[src/rtl/dma_burst_engine.sv]
// APB-programmed burst DMA: copies SIZE words between the two memory banks through
// a small FIFO, overlapping source reads and destination writes once the FIFO fills.
module dma_burst_engine #(
    parameter int ADDR_WIDTH   = 32,
    parameter int DATA_WIDTH   = 32,
    parameter int FIFO_DEPTH   = 4,
    parameter int SIZE_WIDTH   = 16,
    parameter int BANK_SEL_BIT = 20
) (
    input  logic                  CLK,
    input  logic                  RST,
    output logic                  INTR,
    input  logic                  PSEL,
    input  logic                  PENABLE,
    input  logic                  PWRITE,
    input  logic [ADDR_WIDTH-1:0] PADDR,
    input  logic [DATA_WIDTH-1:0] PWDATA,
    output logic                  PREADY,
    output logic [DATA_WIDTH-1:0] PRDATA,
    output logic                  mem0_en,
    output logic [3:0]            mem0_we,
    output logic [ADDR_WIDTH-1:0] mem0_addr,
    output logic [DATA_WIDTH-1:0] mem0_wdata,
    input  logic [DATA_WIDTH-1:0] mem0_rdata,
    output logic                  mem1_en,
    output logic [3:0]            mem1_we,
    output logic [ADDR_WIDTH-1:0] mem1_addr,
    output logic [DATA_WIDTH-1:0] mem1_wdata,
    input  logic [DATA_WIDTH-1:0] mem1_rdata
);
    localparam int PTR_W = $clog2(FIFO_DEPTH);
    localparam int CNT_W = $clog2(FIFO_DEPTH + 1);

    localparam logic [1:0] IDLE   = 2'd0;
    localparam logic [1:0] RUN    = 2'd1;
    localparam logic [1:0] FINISH = 2'd2;

    localparam logic [ADDR_WIDTH-1:0] A_SRC  = ADDR_WIDTH'(32'h00);
    localparam logic [ADDR_WIDTH-1:0] A_DST  = ADDR_WIDTH'(32'h04);
    localparam logic [ADDR_WIDTH-1:0] A_SIZE = ADDR_WIDTH'(32'h08);
    localparam logic [ADDR_WIDTH-1:0] A_CTRL = ADDR_WIDTH'(32'h0C);
    localparam logic [ADDR_WIDTH-1:0] A_STAT = ADDR_WIDTH'(32'h10);

    logic [1:0]            state;
    logic [ADDR_WIDTH-1:0] src, dst;
    logic [SIZE_WIDTH-1:0] size;
    logic                  ie, done, err;
    logic [SIZE_WIDTH-1:0] rd_cnt, wr_cnt;
    logic                  rd_vld;

    logic [DATA_WIDTH-1:0] fifo [FIFO_DEPTH];
    logic [PTR_W-1:0]      wr_ptr, rd_ptr;
    logic [CNT_W-1:0]      fifo_count;

    logic apb_wr, apb_rd, busy, start, same_bank, running, room, rd_fire, wr_fire, src_mem0;
    logic [15:0]           rd_word, wr_word;
    logic [ADDR_WIDTH-1:0] rd_addr, wr_addr;
    logic [DATA_WIDTH-1:0] rdata, head;

    assign PREADY    = PSEL & PENABLE;
    assign apb_wr    = PSEL & PENABLE & PWRITE;
    assign apb_rd    = PSEL & PENABLE & ~PWRITE;
    assign busy      = (state != IDLE);
    assign start     = apb_wr && (PADDR == A_CTRL) && PWDATA[0] && !busy;
    assign same_bank = (src[BANK_SEL_BIT] == dst[BANK_SEL_BIT]);
    assign src_mem0  = src[BANK_SEL_BIT];
    assign running   = (state == RUN);

    // A read in flight already owns a FIFO slot, so it counts against the space.
    assign room    = ((CNT_W+1)'(fifo_count) + (CNT_W+1)'(rd_vld)) < (CNT_W+1)'(FIFO_DEPTH);
    assign rd_fire = running && (rd_cnt < size) && room;
    assign wr_fire = running && (fifo_count != '0);

    assign rd_word = src[17:2] + 16'(rd_cnt);
    assign wr_word = dst[17:2] + 16'(wr_cnt);
    assign rd_addr = ADDR_WIDTH'(rd_word);
    assign wr_addr = ADDR_WIDTH'(wr_word);
    assign head    = fifo[rd_ptr];
    assign rdata   = src_mem0 ? mem0_rdata : mem1_rdata;

    assign mem0_en    = src_mem0 ? rd_fire : wr_fire;
    assign mem1_en    = src_mem0 ? wr_fire : rd_fire;
    assign mem0_we    = (!src_mem0 && wr_fire) ? 4'hF : 4'h0;
    assign mem1_we    = ( src_mem0 && wr_fire) ? 4'hF : 4'h0;
    assign mem0_addr  = mem0_en ? (src_mem0 ? rd_addr : wr_addr) : '0;
    assign mem1_addr  = mem1_en ? (src_mem0 ? wr_addr : rd_addr) : '0;
    assign mem0_wdata = (!src_mem0 && wr_fire) ? head : '0;
    assign mem1_wdata = ( src_mem0 && wr_fire) ? head : '0;

    always_comb begin
        PRDATA = '0;
        if (apb_rd) begin
            case (PADDR)
                A_SRC:   PRDATA = DATA_WIDTH'(src);
                A_DST:   PRDATA = DATA_WIDTH'(dst);
                A_SIZE:  PRDATA = DATA_WIDTH'(size);
                A_CTRL:  PRDATA = DATA_WIDTH'({ie, 1'b0});
                A_STAT:  PRDATA = DATA_WIDTH'({err, busy, done});
                default: PRDATA = '0;
            endcase
        end
    end

    always_ff @(posedge CLK) begin
        if (RST) begin
            state      <= IDLE;
            src        <= '0;
            dst        <= '0;
            size       <= '0;
            ie         <= 1'b0;
            done       <= 1'b0;
            err        <= 1'b0;
            INTR       <= 1'b0;
            rd_cnt     <= '0;
            wr_cnt     <= '0;
            rd_vld     <= 1'b0;
            wr_ptr     <= '0;
            rd_ptr     <= '0;
            fifo_count <= '0;
        end else begin
            if (apb_wr) begin
                if (PADDR == A_SRC  && !busy) src  <= ADDR_WIDTH'(PWDATA);
                if (PADDR == A_DST  && !busy) dst  <= ADDR_WIDTH'(PWDATA);
                if (PADDR == A_SIZE && !busy) size <= SIZE_WIDTH'(PWDATA);
                if (PADDR == A_CTRL)          ie   <= PWDATA[1];
                if (PADDR == A_STAT) begin
                    if (PWDATA[0]) done <= 1'b0;
                    if (PWDATA[2]) err  <= 1'b0;
                end
            end
            // Hardware sets come after the W1C so they win on a collision.
            if (state == FINISH)      done <= 1'b1;
            if (start && same_bank)   err  <= 1'b1;

            INTR   <= done & ie;
            rd_vld <= rd_fire;

            case (state)
                IDLE: begin
                    if (start) begin
                        rd_cnt <= '0;
                        wr_cnt <= '0;
                        state  <= (size == '0 || same_bank) ? FINISH : RUN;
                    end
                end
                RUN: begin
                    if (rd_fire) rd_cnt <= rd_cnt + 1'b1;
                    if (wr_fire) begin
                        wr_cnt <= wr_cnt + 1'b1;
                        if (wr_cnt + 1'b1 == size) state <= FINISH;
                    end
                end
                FINISH:  state <= IDLE;
                default: state <= IDLE;
            endcase

            if (rd_vld)  wr_ptr <= wr_ptr + 1'b1;
            if (wr_fire) rd_ptr <= rd_ptr + 1'b1;
            case ({rd_vld, wr_fire})
                2'b10:   fifo_count <= fifo_count + 1'b1;
                2'b01:   fifo_count <= fifo_count - 1'b1;
                default: fifo_count <= fifo_count;
            endcase
        end
    end

    always_ff @(posedge CLK) begin
        if (rd_vld) fifo[wr_ptr] <= rdata;
    end
endmodule

[config.mk]
export PLATFORM = sky130hd
export DESIGN_NAME = dma_burst_engine
export DESIGN_NICKNAME = d
export VERILOG_FILES = /design/src/rtl/dma_burst_engine.sv
export SDC_FILE = /design/constraint.sdc
export NUM_CORES = 1
export LEC_CHECK = 0
export ABC_AREA = 1
export CORE_AREA = 4 4 168 170
export DETAILED_ROUTE_END_ITERATION = 16
export DIE_AREA = 0 0 172 174
export PLACE_DENSITY = 0.9
export SLEW_MARGIN = 5
export SYNTH_ARGS = -nofsm -noshare
export SYNTH_HDL_FRONTEND = slang
export SYNTH_SLANG_ARGS = --single-unit
[constraint.sdc]
create_clock -name CLK -period 5 [get_ports CLK]
set_input_delay 0.5 -clock CLK [delete_from_list [all_inputs] [get_ports CLK]]
set_output_delay 0.5 -clock CLK [all_outputs]
set_load 0.05 [all_outputs]
Word-level counts from Yosys, hierarchy flattened. Memories as Yosys holds them, arrays and structs flattened. A register that Yosys moved wholly into a read port is not among the register bits. Index checks and enable logic that the tools add are counted.

$add $sub $neg: 9. Multiply operators: 0. Div/mod/pow operators: 0. Order comparisons: 2. Equal/unequal tests: 14. Shift-type cells: 0. Mux-type cells: 36. Bitwise gates (word level): 5. Reductions and logical operators: 37.

Operators with widths (number): one-hot mux 32 bit (5 select lines) (1); two-way mux 32 bit (4); two-way mux 16 bit (7); equality test 32 x 4 -> 1 bit (second input constant) (2); one-hot mux 16 bit (2 select lines) (2); adder 16 x 1 -> 16 bit (second input constant) (2); adder 16 bit (2); equality test 32 x 3 -> 1 bit (second input constant) (1); equality test 32 x 5 -> 1 bit (second input constant) (1); zero test 32 bit (1); nonzero test 2 bit (9); equality test 16 bit (1); zero test 16 bit (1); < comparator 16 bit (1); AND reduction 3 bit (5); logical AND 1 bit (12); two-way mux 1 bit (12); two-way mux 2 bit (6); two-way mux 4 bit (2); AND reduction 2 bit (4); inequality test 2 x 1 -> 1 bit (second input constant) (3); one-hot mux 3 bit (2 select lines) (1); adder 2 x 1 -> 2 bit (second input constant) (2); adder 3 x 1 -> 4 bit (1); 14 further kinds (20).

Bits in registers: 126. Bits in latches: 0. RAM bits: 128. ROM bits: 0. Input port bits: 133. Output and inout port bits: 172. Logic and storage cells: 118. Memories kept: 1.

Memory list: fifo (depth 4, width 32, rd ports 1, clocked after Yosys merged registers in 1, wr ports 1, line 51) `logic [DATA_WIDTH-1:0] fifo [FIFO_DEPTH];`.

Logic depth before layout (Yosys ltp). Gate-level depths: netlist of the first run.

Depth after elaboration: 8. Depth in mapped cells: 15. Mapped depth without buffers: 14.

Worst setup path before layout of the first run. OpenSTA, ideal clock, no wires.

Path type: reg2out. From: register state[0]. To: output mem1_addr[13]. Arrival: 2.803 ns. Required time: 4.500 ns. Setup slack: 1.697 ns. Stages on the path, launching flop included: 8. Buffers on the path: 1. Cell sequence: dfxtp_1 > inv_1 > nor2_1 > nand2_1 > nor2_1 > nor2_1 > clkbuf_1 > nor2_1.

Longest elaborated chain between the ends: 5. Elaborated cells on any way between the ends: 6. Those cells by class: eq/ne: 1; mux: 2; reduce/logical: 3.

Ends and longest elaborated chain: from (decl) (line 44) `logic [1:0] state;`; from (signal assigned) (line 143) `state <= (size == '0 || same_bank) ? FINISH : RUN;`; equality test 2 x 1 -> 1 bit * (line 67) `assign running = (state == RUN);`; logical AND 1 bit (2 in series) (line 71) `assign rd_fire = running && (rd_cnt < size) && room;`; two-way mux 1 bit * (line 82) `assign mem1_en = src_mem0 ? wr_fire : rd_fire;`; two-way mux 16 bit * (line 86) `assign mem1_addr = mem1_en ? (src_mem0 ? wr_addr : rd_addr) : '0;`; to (decl) (line 27) `output logic [ADDR_WIDTH-1:0] mem1_addr,`.

Every way passes the cells marked *; elsewhere a longest branch is shown, timed or not.

Final worst setup path of the first run.
From: register wr_cnt[2]. To: output mem1_addr[15].

Longest elaborated chain between the ends: 3.

Ends and longest elaborated chain: from (decl) (line 48) `logic [SIZE_WIDTH-1:0] rd_cnt, wr_cnt;`; from (signal assigned) (line 149) `wr_cnt <= wr_cnt + 1'b1;`; adder 16 bit (line 75) `assign wr_word = dst[17:2] + 16'(wr_cnt);`; two-way mux 16 bit (2 in series) (line 86).

Every way passes these cells.

==> impl_results.md, run 1 <==
- Status: complete, no violations
- Post_cts resized: 0
- Commonest non-fill, non-tap cell in the layout: nand2_1
- Worst EP required: ~4.5 ns
- Layout cells sized above 1: 4.30%
- Switching Fraction: a little over a fifth
- Buffers on Ports: about 270
- Mapped Area: about 15000 sq um
- EDFF count, synth: ~130
- Routed wire length: a little under 50000 um
- Num ports: between 300 and 400
- Max_cap viols: 0
- Core area: between 20000 and 30000 sq um
- CTS tree: yes
- Crit path DAT: 4.02 ns
- Crit path launch type: register
- Clock Tree Buf Depth: 3
- Yosys cell types: 46
- Residual DRC: 0
- Worst min path class: reg -> reg
- Max IR drop VDD: around 0.00025 V
- Worst-path clk slew: around 0.07 ns
- CP Class: reg -> out
- Row count: 60
- Unrepaired setup endpoints after global routing: no
- Clock network power share: a little under half
- Clk root buf: clkbuf_16
- Post-route setup TNS: 0 ns
- Largest stage delay on the critical path: 0.84 ns
- Static leakage: around 7.3 nW
- Slew Limit Fails: 0
- Die width: about 170 um
- Initial antenna violation count: 0
- Rel. slew slack: roughly 15%
- FMAX: around 0.22 GHz
- P_int: roughly 3.6 mW
- Largest net degree at the start of global routing: 67
- Setup Buffers After CTS: 0
- GR peak layer: met2
- Critical path cell sequence: ha_1, a21oi_1, nand2_1, a21boi_0, o21ai_0, nand3_1, nand2_1, nand2_1, a21oi_1, a21oi_1, clkdlybuf4s50_1
- Flop-to-flop setup slack: 2.30 ns
- Final Hold Viols: 0
- Met2 Use GR: 50.0%
- Nets: between 2000 and 2500
- Logic pwr share: around 5.1%
- Worst r2r dst: fifo_count[2]$_SDFFE_PP0P_
- Syn Area/Cell: about 7.6 sq um
- Utilization after layout: 69.0%
- Crit path launch: wr_cnt[2]$_SDFFE_PP0P_
- Routed via count: 14900
- Routed wire length per instance: just under 20 um
- Die area: 29900 sq um
- Ys async rst share: 0%
- Die height: 174 um
- Grt met3 use: around 5.4%
- TritonCTS buffer count: 26
- Initial core utilization: between 50% and 60%
- Met1 global-route usage: between 40% and 50%
- Placer Congestion: 0.979
- Final setup fails: 0
- Final ANT Viol Nets: 0
- PwrDens: roughly 250 nW/um^2
- Most frequent cells in the layout: nand2_1, clkdlybuf4s50_1, nor2_1
- Number of warnings issued by yosys: 0
- DR pass1 iterations: 6
- Predominant post-synthesis flop cell: edfxtp_1
- Initial drt markers: roughly 1900
- Antenna diode count: 0
- Pin slew with the least headroom to its limit: 1.27 ns
- Reg2reg start: state[0]$_SDFFE_PP0P_
- Reg power frac: 47.7%
- H-Tree Depth: 1
- Switch Pwr: 0.994 mW
- DP Wirelength: 35100 um
- Worst path slowest cell: clkdlybuf4s50_1
- Clock latency on the worst-skew pair: approximately 0.53 ns
- Sink Count: 256
- Area grow syn2layout: 25.4%
- Final Skew: between 0.01 and 0.015 ns
- Worst R2R Path Depth: 12
- First-pass GRT wire length: ~75000 um
- Hold Buf Count CTS: 0
- Total power: between 4 and 5 mW
- Cells after synthesis: 1948
- Register bit total from synthesis: about 260
- Crit path time final: ~4.5 ns
- End of the critical path: mem1_addr[15]
- Tcrit/Tclk final: approximately nine tenths
- Vias in the first global route: roughly 14000
- Gr ovfl total: 0
- Vias per cell: ~6
- Largest fanout on the critical path: 7
- Sequential share of the synthesized area: ~44%
- Worst setup EP type: output port
- GRT Util Overall: a little under a third
registers in the layout (all words and copies together), names as in the netlist, 2 cells and up, named ones only:
register and cells:
wr_cnt 16, state 2, rd_cnt 16, dst 32
wr_ptr 2, fifo_count 3, rd_ptr 2, fifo 128
src 32, size 16
routing by layer:
metal / vias to the layer above / wire length [um]
li1: 6930 / -
met1: 6892 / 19000
met2: 934 / 22700
met3: 136 / 5220
met4: 0 / 2000
met5: - / 0
through the flow:
| step | instance area, sq um | hold slack, ns | instances | setup slack [ns] |
|---|---|---|---|---|
| after global placement | 17500 | 0.458 | 2482 | 1.01 |
| after global routing | 18400 | 0.489 | 2529 | 0.357 |
| after CTS | 18400 | 0.472 | 2529 | 0.574 |
| final | 18400 | 0.476 | 2529 | 0.478 |
| after detailed placement | 17500 | 0.454 | 2482 | 0.925 |
| after floorplan | 14800 | 0.426 | 1979 | 1.70 |
Yosys cell counts (2+ instances only):
library cell	count	area share, %
nand4_1	12	0.51
buf_1	6	0.15
inv_1	142	3.6
clkinv_1	3	0.077
buf_4	44	2.2
nand3b_1	6	0.31
o31ai_1	4	0.20
fa_1	3	0.41
ha_1	52	4.4
o21ai_1	70	2.4
nand2_1	480	12
o211ai_1	3	0.15
o21ai_0	71	2.4
edfxtp_1	128	26
nor4_1	12	0.51
xnor2_1	6	0.36
o21a_1	3	0.15
o21bai_1	7	0.36
a32o_1	32	2.2
clkbuf_1	60	1.5
a31oi_1	7	0.30
a21o_1	4	0.20
buf_2	18	0.61
nand3_4	2	0.24
xor2_1	26	1.5
nor2_2	5	0.21
a21oi_1	203	6.9
nor3b_1	2	0.10
dfxtp_1	128	17
inv_2	8	0.20
nor2_1	245	6.3
nor3_1	22	0.75
nand3_1	121	4.1
cell type report:
class	instances	area, sq um
clock buffers	34	817
clock inverters	13	165
fillers	2067	8280
inverters	153	576
multi-input cells	1441	7190
flip-flops and latches	256	6410
well taps	341	427
repair buffers	291	2870
critical path, delay by kind of cell, from the launching register on:
| kind | cells | cell delay [ns] |
|---|---|---|
| AO/OA/AOI/OAI | 5 | 1.30 |
| buffers and inverters | 1 | 0.84 |
| AND/OR/NAND/NOR | 4 | 0.56 |
| flip-flops | 1 | 0.45 |
| adder cells (fa/ha/maj) | 1 | 0.33 |
power groups by stage:
stage / combinational [mW] / clock, mW / sequential (mW)
floorplan: 0.119 / 0 / 2.25
global placement: 0.224 / 0 / 2.25
detailed placement: 0.229 / 0 / 2.25
CTS: 0.231 / 2.19 / 2.20
global route: 0.247 / 2.26 / 2.20
finish: 0.234 / 2.18 / 2.20
cells by family after synthesis:
group | synth area share (%)
buffers and inverters | 8.52
flip-flops | 43.5
adder cells (fa/ha/maj) | 4.83
other | 0.0255
XOR/XNOR | 1.91
AND/OR/NAND/NOR | 25.8
AO/OA/AOI/OAI | 15.4
worst min-delay path by stage:
stage                                  from          endpoint  slack [ns]  cells past startpoint
after CTS                 done$_SDFFE_PP0P_   INTR$_SDFF_PP0_        0.47                      2
after floorplan             ie$_SDFFE_PP0N_   INTR$_SDFF_PP0_        0.43                      2
after global placement    done$_SDFFE_PP0P_   INTR$_SDFF_PP0_        0.46                      2
after detailed placement  done$_SDFFE_PP0P_   INTR$_SDFF_PP0_        0.45                      2
final                     done$_SDFFE_PP0P_   INTR$_SDFF_PP0_        0.48                      2
after global routing       err$_SDFFE_PP0P_  err$_SDFFE_PP0P_        0.49                      2
(Power assumes the default switching activity.)
==> inputs of run 2 (changes only) <==
--- a/config.mk
+++ b/config.mk
@@ -6,9 +6,9 @@
 export NUM_CORES = 1
 export LEC_CHECK = 0
 export ABC_AREA = 1
-export CORE_AREA = 4 4 168 170
+export CORE_AREA = 8 8 172 174
 export DETAILED_ROUTE_END_ITERATION = 16
-export DIE_AREA = 0 0 172 174
+export DIE_AREA = 0 0 180 182
 export PLACE_DENSITY = 0.9
 export SLEW_MARGIN = 5
 export SYNTH_ARGS = -nofsm -noshare
==> run 2 against run 1 <==
Against the previous run: flip-flop and latch count unchanged; worst hold slack got worse by 0.0057 ns; total power increased by 0.63%; cell count about the same; wire length increased by 1.4%; sequential power about the same; fmax increased by 1.8%; via count decreased by 0.19%; clock power about the same; die area increased by 9.5%.
==> impl_results.md, run 2 (synthesis results as in run 1) <==
- Largest net degree at the start of global routing: between 80 and 90
- Vias per cell: 5.87
- Final Skew: about 0.020 ns
- Routed wire length per instance: ~20 um
- Fill count: 2057
- Final ANT Viol Nets: 0
- Crit-path leading delay family: buffers and inverters
- Setup ws final: 0.560 ns
- Hold Slack: around 0.47 ns
- Crit path launch type: register
- Hold Buf Count CTS: 0
- WP buf/inv: 2
- Utilization after layout: 69.2%
- GRT Util Overall: between 20% and 30%
- Area of the multi-input gates: approximately 7200 sq um
- Largest stage delay on the critical path: between 0.8 and 0.9 ns
- Worst min path class: reg -> reg
- Core area: about 27000 sq um
- FF/Latch Area: 6410 sq um
- Initial core utilization: ~55%
- Largest Register: fifo
- Final Hold Viols: 0
- Total power: between 4 and 5 mW
- Vias in the first global route: roughly 14000
- Largest register FFs: 128
- DP Wirelength: roughly 36000 um
- H-Tree Depth: 1
- Clk root buf: clkbuf_16
- Row count: 60
- Largest fanout on the critical path: 7
- Die area: 32800 sq um
- Worst R2R Path Depth: 12
- Setup Buffers After CTS: 0
- Pin slew with the least headroom to its limit: 1.27 ns
- Initial drt markers: between 1500 and 2000
- Critical path cell sequence: ha_1, fa_1, nand2_1, nand2_1, o21ai_1, o21ai_0, inv_1, o21bai_1, xor2_1, o21ai_0, nor2_1, clkdlybuf4s50_1
- Placed inst area: about 17000 sq um
- DR pass1 iterations: 9
- CP Class: reg -> out
- Buffers on Ports: 272
- Top flop regs: fifo: 128 flops, dst: 32 flops, src: 32 flops
- Post-Place Worst Slack: approximately 0.92 ns
- Max_cap viols: 0
- Status: complete, no violations
- Final setup fails: 0
- Dpl cells: roughly 2500
- Clock latency on the worst-skew pair: around 0.54 ns
- Slew Limit Fails: 0
- Sink Count: around 260
- Residual DRC: 0
- Layout cells sized above 1: under 10%
- Crit path DAT: just under 4 ns
- Design area: around 18000 sq um
- Die width: 180 um
- Area grow syn2layout: 25.3%
- Worst path slowest cell: clkdlybuf4s50_1
- Initial antenna violation count: 0
- Tcrit/Tclk final: approximately 89%
- Fin cells: about 2500
- Die height: 182 um
- Static leakage: 7.28 nW
- Worst EP required: between 4 and 5 ns
- Crit path time final: approximately 4.4 ns
- Max IR drop VDD: ~0.00023 V
- Routed wire length: 49600 um
- Worst setup EP type: output port
- Nets: approximately 2400
- Post-route setup TNS: 0 ns
- FMAX: 0.225 GHz
- First-pass GRT wire length: ~76000 um
- CTS tree: yes
- PwrDens: 252 nW/um^2
- Num ports: just over 300
- Clock Tree Buf Depth: 3
- Most frequent cells in the layout: nand2_1, clkdlybuf4s50_1, nor2_1
- Gr ovfl total: 0
- Placer Congestion: about 1.0
- Worst hold stages: 2
- Unrepaired setup endpoints after global routing: no
- Post_cts resized: 0
- Routed via count: ~15000
- Commonest non-fill, non-tap cell in the layout: nand2_1
- Rel. slew slack: about 15%
- WP depth: 12
- TritonCTS buffer count: 26
- Worst-path clk slew: roughly 0.060 ns
run 2: cell types whose count changed in the layout (fill, tap and decap cells not counted), sizes merged:
cell,before,now
inv,151,150
clkinv,11,10
clkinvlp,1,6
clkbuf,34,28
buf,19,18
bufinv,3,7
diode,0,1
run 2: report_power, final:
group,internal (mW),switching (mW),total (mW),leakage [nW]
registers,2.20,0.0000000000991,2.20,2.18
logic,0.104,0.128,0.232,4.65
clock network,1.33,0.878,2.21,0.454
run 2: worst paths after layout:
check | from | slack [ns] | endpoint
worst min-delay path | ie$_SDFFE_PP0N_ | 0.47 | INTR$_SDFF_PP0_
worst min register to register | ie$_SDFFE_PP0N_ | 0.47 | INTR$_SDFF_PP0_
worst max-delay path | rd_cnt[0]$_SDFFE_PP0P_ | 0.56 | mem1_addr[10]
worst max register to register | state[0]$_SDFFE_PP0P_ | 1.99 | fifo_count[2]$_SDFFE_PP0P_
run 2: per-layer routing:
layer	track usage, %	vias to the layer above	wire length [um]
met2	47.9	1020	23000
met4	10.3	0	1840
met3	5.65	137	5520
met5	0	-	0
met1	36.4	6780	19300
li1	-	6926	-
run 2: tightest hold or removal path, delay by kind of cell (launching register included):
kind                   cells  cell delay (ns)
flip-flops                 1             0.31
buffers and inverters      1             0.07
AND/OR/NAND/NOR            1             0.05
run 2: final cells by class:
class / count / area share, %
antenna: 1 / 0.0136
clock buffer: 28 / 3.57
clock inverter: 20 / 1.71
inverter: 153 / 3.12
multi-input combinational: 1441 / 39.0
sequential: 256 / 34.8
tap: 341 / 2.31
timing repair buffer: 290 / 15.5
==> inputs of run 3 (changes only) <==
--- a/config.mk
+++ b/config.mk
@@ -9,6 +9,7 @@
 export CORE_AREA = 8 8 172 174
 export DETAILED_ROUTE_END_ITERATION = 16
 export DIE_AREA = 0 0 180 182
+export GPL_TIMING_DRIVEN = 0
 export PLACE_DENSITY = 0.9
 export SLEW_MARGIN = 5
 export SYNTH_ARGS = -nofsm -noshare
==> run 3 against run 2 <==
Against the previous run: total power decreased by 3.2%; non-clock buffer count up 111; largest power group is now registers; clock skew shrank 0.0044 ns; wire length grew 12%; worst hold slack about the same; core utilization increased by 1.7 points; largest cell class unchanged; sequential power hardly changed; die area did not move; clock-buffer cell count grew 5.
==> impl_results.md, run 3 (synthesis results as in run 1) <==
- Residual DRC: 0
- Antenna diode count: 0
- PwrDens: 238 nW/um^2
- Largest register FFs: ~130
- Die width: around 180 um
- Commonest non-fill, non-tap cell in the layout: nand2_1
- Tcrit/Tclk final: between 90 and 100%
- Num ports: ~310
- Hold Slack: about 0.47 ns
- Initial drt markers: 1995
- Dpl cells: approximately 2600
- Fill count: roughly 2100
- Core area: approximately 27000 sq um
- H-Tree Depth: 1
- DP Wirelength: roughly 42000 um
- Clock Tree Buf Depth: 3
- TritonCTS buffer count: 27
- Worst min path class: reg -> reg
- Slew Limit Fails: 0
- Fin cells: 2642
- Setup Buffers After CTS: 0
- Post_cts resized: 0
- Layout cells sized above 1: under 10%
- Area of the multi-input gates: 7170 sq um
- Post-route setup TNS: 0 ns
- Largest fanout on the critical path: 10
- Buffers on Ports: between 200 and 300
- Worst setup EP type: output port
- Vias in the first global route: about 15000
- Crit path launch type: register
- FF/Latch Area: 6410 sq um
- Vias per cell: 5.94
- Placer Congestion: 1.05
- Largest net degree at the start of global routing: 33
- Worst-path clk slew: 0.06 ns
- Largest Register: fifo
- Crit path time final: just under 5 ns
- Hold Buf Count CTS: 0
- Unrepaired setup endpoints after global routing: no
- Final ANT Viol Nets: 0
- CTS tree: yes
- Rel. slew slack: around two fifths
- Most frequent cells in the layout: nand2_1, clkdlybuf4s50_1, nor2_1
- Status: complete, no violations
- Final Hold Viols: 0
- GRT Util Overall: between 30% and 40%
- Die height: roughly 180 um
- Gr ovfl total: 0
- Top flop regs: fifo: 128 flops, dst: 32 flops, src: 32 flops
- Die area: roughly 33000 sq um
- Routed wire length: roughly 56000 um
- Initial core utilization: a little under three fifths
- Final Skew: between 0.015 and 0.02 ns
- Sink Count: roughly 260
- Crit path DAT: around 4.4 ns
- Max IR drop VDD: 0.000225 V
- FMAX: between 0.2 and 0.25 GHz
- Static leakage: 7.59 nW
- Nets: around 2500
- Routed via count: 15700
- Area grow syn2layout: 28.3%
- Worst EP required: 4.50 ns
- Clk root buf: clkbuf_16
- Final setup fails: 0
- DR pass1 iterations: 6
- First-pass GRT wire length: roughly 84000 um
- Routed wire length per instance: approximately 21 um
- Clock latency on the worst-skew pair: roughly 0.56 ns
- Initial antenna violation count: 0
- Max_cap viols: 0
- Pin slew with the least headroom to its limit: a little under 0.9 ns
- Row count: 60
- Utilization after layout: a little over two thirds
- CP Class: reg -> out
run 3: cell types whose count changed in the layout (fill, tap and decap cells not counted), moves of 4 or more:
cell | previous run | this run
clkinvlp_4 | 5 | 1
clkbuf_1 | 2 | 63
clkinv_2 | 2 | 7
bufinv_16 | 7 | 2
buf_4 | 18 | 44
buf_1 | 0 | 6
buf_2 | 0 | 18
run 3: worst paths after layout:
check                                           start                          to  slack (ns)  cells past startpoint
worst max-delay path            state[0]$_SDFFE_PP0P_                mem1_addr[1]        0.11                      8
worst min-delay path                 err$_SDFFE_PP0P_            err$_SDFFE_PP0P_        0.47                      2
worst max register to register  state[0]$_SDFFE_PP0P_  fifo_count[2]$_SDFFE_PP0P_        1.97                     11
worst min register to register       err$_SDFFE_PP0P_            err$_SDFFE_PP0P_        0.47                      2
run 3: through the flow:
| stage | instance area, sq um | total power [mW] | setup WS [ns] |
|---|---|---|---|
| 3_3_place_gp | 18000 | 2.50 | 0.867 |
| 4_1_cts | 18900 | 4.48 | 0.273 |
| 5_1_grt | 18900 | 4.58 | 0.0882 |
| 3_5_place_dp | 18000 | 2.50 | 0.846 |
| 6_report | 18900 | 4.49 | 0.115 |
| 2_1_floorplan | 14800 | 2.36 | 1.70 |
run 3: where the power goes:
group	internal (mW)	switching (mW)
combinational	0.122	0.140
sequential	2.20	0.0000000000867
clock	1.15	0.881
total	3.47	1.02
run 3: final cells by class:
type / instances / area share, %
inverter: 153 / 3.04
buffer: 129 / 3.60
multi-input combinational: 1441 / 38.0
tap: 341 / 2.26
sequential: 256 / 33.9
timing repair buffer: 272 / 14.4
clock inverter: 17 / 0.888
clock buffer: 33 / 3.86
run 3: critical path, stage by stage, from the launching register on:
cell	delay, ns
dfxtp_1	0.37
inv_1	0.07
nor2_1	0.63
nand2_1	0.34
nor2_1	0.68
nor2_1	0.28
clkbuf_1	0.33
nor2_1	0.28
clkdlybuf4s50_1	0.86
run 3: routing by layer:
| metal | part of all wire, % | GRT usage, % | vias to the layer above | routed length, um |
|---|---|---|---|---|
| li1 | - | - | 7139 | - |
| met1 | 37 | 40.1 | 7236 | 20800 |
| met2 | 45 | 51.7 | 1137 | 25100 |
| met3 | 13 | 8.40 | 178 | 7140 |
| met4 | 4.7 | 15.8 | 0 | 2640 |
| met5 | 0 | 0 | - | 0 |
